===== config.mk =====
export PLATFORM = sky130hd
export DESIGN_NAME = button_debouncer
export DESIGN_NICKNAME = d
export VERILOG_FILES = /design/src/rtl/button_debouncer.sv
export SDC_FILE = /design/constraint.sdc
export NUM_CORES = 1
export LEC_CHECK = 0
export ABC_AREA = 1
export CORE_ASPECT_RATIO = 1.4
export CORE_MARGIN = 8
export CORE_UTILIZATION = 40
export DETAILED_ROUTE_END_ITERATION = 10
export PLACE_DENSITY = 0.6
export SLEW_MARGIN = 10
export SYNTH_ARGS = -nofsm -noshare
export SYNTH_HDL_FRONTEND = slang
export SYNTH_SLANG_ARGS = --single-unit

===== constraint.sdc =====
create_clock -name clk -period 1.7 [get_ports clk]
set_clock_uncertainty 0.15 [all_clocks]
set_input_delay 0.34 -clock clk [delete_from_list [all_inputs] [get_ports clk]]
set_output_delay 0.34 -clock clk [all_outputs]
set_load 0.02 [all_outputs]

===== src/rtl/button_debouncer.sv =====
// Push-button debouncer: two-flop synchronizer feeding a four-state acceptance FSM.
// The level changes only after DEBOUNCE_CYCLES consecutive stable samples; edges pulse once.
module button_debouncer #(
  parameter int unsigned DEBOUNCE_CYCLES = 50000
) (
  input  logic clk,
  input  logic rst_n,
  input  logic btn_in,
  output logic btn_level,
  output logic btn_rise,
  output logic btn_fall
);

  typedef enum logic [1:0] {
    StStableLow  = 2'd0,
    StWaitHigh   = 2'd1,
    StStableHigh = 2'd2,
    StWaitLow    = 2'd3
  } state_e;

  // Last count value of the acceptance window; the window never reaches the counter's wrap point.
  localparam logic [15:0] CountLast = 16'(DEBOUNCE_CYCLES - 1);

  logic        r_sync1;
  logic        r_sync2;
  state_e      r_state;
  logic [15:0] r_count;
  logic        r_level;
  logic        r_rise;
  logic        r_fall;

  state_e      w_state_next;
  logic [15:0] w_count_next;
  logic        w_level_next;
  logic        w_rise_next;
  logic        w_fall_next;

  always_comb begin
    w_state_next = r_state;
    w_count_next = 16'd0;
    w_rise_next  = 1'b0;
    w_fall_next  = 1'b0;
    unique case (r_state)
      StStableLow: begin
        if (r_sync2) w_state_next = StWaitHigh;
      end
      StWaitHigh: begin
        if (!r_sync2) begin
          w_state_next = StStableLow;
        end else if (r_count == CountLast) begin
          w_state_next = StStableHigh;
          w_rise_next  = 1'b1;
        end else begin
          w_count_next = r_count + 16'd1;
        end
      end
      StStableHigh: begin
        if (!r_sync2) w_state_next = StWaitLow;
      end
      StWaitLow: begin
        if (r_sync2) begin
          w_state_next = StStableHigh;
        end else if (r_count == CountLast) begin
          w_state_next = StStableLow;
          w_fall_next  = 1'b1;
        end else begin
          w_count_next = r_count + 16'd1;
        end
      end
      default: begin
        w_state_next = StStableLow;
      end
    endcase
    w_level_next = (w_state_next == StStableHigh) || (w_state_next == StWaitLow);
  end

  always_ff @(posedge clk) begin
    if (!rst_n) begin
      r_sync1 <= 1'b0;
      r_sync2 <= 1'b0;
      r_state <= StStableLow;
      r_count <= 16'd0;
      r_level <= 1'b0;
      r_rise  <= 1'b0;
      r_fall  <= 1'b0;
    end else begin
      r_sync1 <= btn_in;
      r_sync2 <= r_sync1;
      r_state <= w_state_next;
      r_count <= w_count_next;
      r_level <= w_level_next;
      r_rise  <= w_rise_next;
      r_fall  <= w_fall_next;
    end
  end

  assign btn_level = r_level;
  assign btn_rise  = r_rise;
  assign btn_fall  = r_fall;

endmodule


==> summary.md <==
| Metric | Value |
|---|---|
| Comb pwr share | about 1.8% |
| Worst-path clk slew | about 0.12 ns |
| CP Launch Type | register |
| Final Wtd Congestion | between 0.8 and 0.9 |
| RSZ-0062 raised after global routing | false |
| VDD IR max | 0.0004127 V |
| Largest stage delay, worst path | 0.36 ns |
| Most frequent cell on the critical path | nand2_1 |
| Die X | 60.04 um |
| Die height | ~78 um |
| Crit-path slowest cell | dfxtp_1 |
| Clock network power share | 30.6% |
| Cell count after synthesis | between 150 and 200 |
| Final slew viol count | 0 |
| Mapped Nets | ~160 |
| Hpwl dp | around 1400 um |
| Routed vias/inst | about 4.5 |
| Nets | between 150 and 200 |
| Fin crit period | ~1.5 ns |
| WL final | around 1800 um |
| H-tree Lvls | 1 |
| Placement row count | 22 |
| Met2 Usage GRT | between 10% and 20% |
| CP endpoint kind | register |
| Number of I/O pins | 6 |
| Seq/Total Area, Yosys | between 40% and 50% |
| Crit path kind | register to register |
| Post-route cell area | about 1200 sq um |
| Initial antenna violation count | 0 |
| Iter 0 DRT Violations | 21 |
| Avg Cell Area, Syn | ~7 sq um |
| Warnings, synthesis | 0 |
| Vias in the first global route | 897 |
| IO buf count | 5 |
| Detail Route Antenna Nets | 0 |
| Cell variety after synth | 20 |
| Post-CTS Setup Inserts | 0 |
| GRT busiest layer | met2 |
| Fraction of layout cells with a size suffix above 1 | approximately a tenth |
| Die area | about 4700 sq um |
| Residual DRC count | 0 |
| GRT Overall Usage | under 10% |
| Fin crit share | between 80% and 90% |
| FMAX | between 600 and 700 MHz |
| Most common cell after layout, fill and taps aside | nand2_1 |
| Final hold vios | 0 |
| Drt wl/cell | roughly 9.1 um |
| Critical Path Fanout Max | 3 |
| Synth Register Bits | 23 |
| CTS tree | built |
| Antenna cell count | 0 |
| Initial DRT Pass Iterations | 4 |
| Leading cell types in the layout, fill and taps excluded | nand2_1 (36), nor2_1 (31), inv_1 (23) |
| First-pass GRT wire length | 3512 um |
| Reg2Reg Depth | 7 |
| Run status | finished, final reports clean |
| Pwr Density | between 600 and 700 nW/um^2 |
| Starting Density | 41.53% |
| CORE AREA | 2615 sq um |
| Clk Latency, worst-skew pair | ~0.30 ns |
| Via total after detailed routing | roughly 900 |
| GR Layer Usage met1 | 10.42% |
| Sequential share of power | 67.6% |
| Hold depth | 1 |
| Hold-fix buffers, CTS | 0 |
| Synth Cell Area | around 1100 sq um |
| Largest net degree at the start of global routing | 13 |
| Actual slew at the worst max-slew pin | between 0.3 and 0.4 ns |
| Internal power | 640.7 uW |
| Final setup fails | 0 |
| Sink Count | 23 |
| Max Cap Viol | 0 |
| Hold crit path type | register to register |
| Slew headroom | 77.27% |
| NetSw | 163.3 uW |
| Worst EP required | 1.76 ns |
| Crit path cell chain | ha_1 -> nand2_1 -> nor2_2 -> nand2_1 -> nor2_4 -> xor2_1 -> nor2_1 |
| Gr ovfl total | 0 |
| Clk root buf | clkbuf_4 |
| Max clock buf depth | 2 |
| Cts bufs inserted | 3 |
| Met3 Use GR | just under 2% |
| CP Data Arrival Time | 1.56 ns |
| Leakage power | about 0.00045 uW |
| Fin Hold WS | 0.2739 ns |
| Setup TNS | 0 ns |
| Switching share of power | between 20% and 30% |
| Layout area overhead | 12.21% |
| Placed inst area | ~1200 sq um |
## per-stage QoR
step / cells / total power [uW] / util (%) / setup WS, ns
5_1_grt: 200 / 845.3 / 46.60 / 0.005063
2_1_floorplan: 155 / 560.8 / - / 0.3019
3_5_place_dp: 196 / 569.7 / 45.02 / 0.05893
4_1_cts: 200 / 820.4 / 45.89 / 0.06804
3_3_place_gp: 196 / 569.4 / 45.02 / 0.08119
6_report: 200 / 804.0 / 46.60 / 0.1966
## power by group through the flow
stage / clock [uW] / combinational [uW] / sequential, uW
after global placement: 0 / 14.0 / 555
after floorplan: 0 / 5.70 / 555
final: 246 / 14.5 / 544
after CTS: 262 / 14.4 / 544
after detailed placement: 0 / 14.2 / 555
after global routing: 284 / 17.3 / 544
## state kept, by name, summed over array words and instances, names as in the netlist
signal,flops
btn_level,1
r_sync1,1
btn_fall,1
r_sync2,1
btn_rise,1
r_state,2
r_count,16
## metal layers
metal  part of all wire [%]  wire (um)
met3                    1.9         35
met5                      0          0
met1                     49        890
met4                   0.93         17
met2                     48        881
## synth_stat cells
| cell | number | area, sq um |
|---|---|---|
| a21oi_1 | 4 | 20.02 |
| a21oi_2 | 1 | 8.760 |
| buf_6 | 1 | 11.26 |
| dfxtp_1 | 23 | 460.4 |
| ha_1 | 1 | 12.51 |
| inv_1 | 23 | 86.33 |
| nand2_1 | 36 | 135.1 |
| nand2_2 | 3 | 18.77 |
| nand3_1 | 10 | 50.05 |
| nand3_2 | 1 | 10.01 |
| nand4_1 | 3 | 18.77 |
| nor2_1 | 33 | 123.9 |
| nor2_2 | 2 | 12.51 |
| nor2_4 | 3 | 33.78 |
| nor3_1 | 1 | 5.000 |
| o21ai_0 | 1 | 5.000 |
| or2_0 | 1 | 6.260 |
| or2_1 | 1 | 6.260 |
| xnor2_1 | 1 | 8.760 |
| xor2_1 | 6 | 52.55 |
## worst paths after layout
check	slack, ns	endpoint	start
setup / recovery	0.20	r_count[10]	r_count[1]
hold / removal	0.27	r_count[0]	r_count[0]
setup reg to reg	0.20	r_count[10]	r_count[1]
hold reg to reg	0.27	r_count[0]	r_count[0]
## what timing repair did
| action | 4_1_cts | 5_1_grt |
|---|---|---|
| endpoints found under the setup margin | 3 | 15 |
| pin swaps | 0 | 1 |
| gates resized for setup | 3 | 5 |
## kinds of logic after synthesis
family / after synthesis / synth area share [%]
xor gates and xnor gates: 7 / 5.645
AOI/OAI and AO/OA: 6 / 3.110
adders and majority gates: 1 / 1.152
buffers and inverters: 24 / 8.986
and+or+nand+nor: 94 / 38.71
DFF: 23 / 42.40
## critical path, delay by kind of cell (launching register included)
| family | cells | cell delay [ns] |
|---|---|---|
| AND/OR/NAND/NOR | 5 | 0.54 |
| flip-flops | 1 | 0.36 |
| adder cells (fa/ha/maj) | 1 | 0.20 |
| XOR/XNOR | 1 | 0.16 |
## final cells by class
type | count | area, sq um
Tap cell | 36 | 45.04
Sequential cell | 23 | 461.7
Timing Repair Buffer | 6 | 53.80
Clock buffer | 4 | 26.28
Inverter | 23 | 86.33
Fill cell | 288 | 1396
Multi-Input combinational cell | 108 | 545.5
No activity file was read; power rests on OpenSTA's default activity.
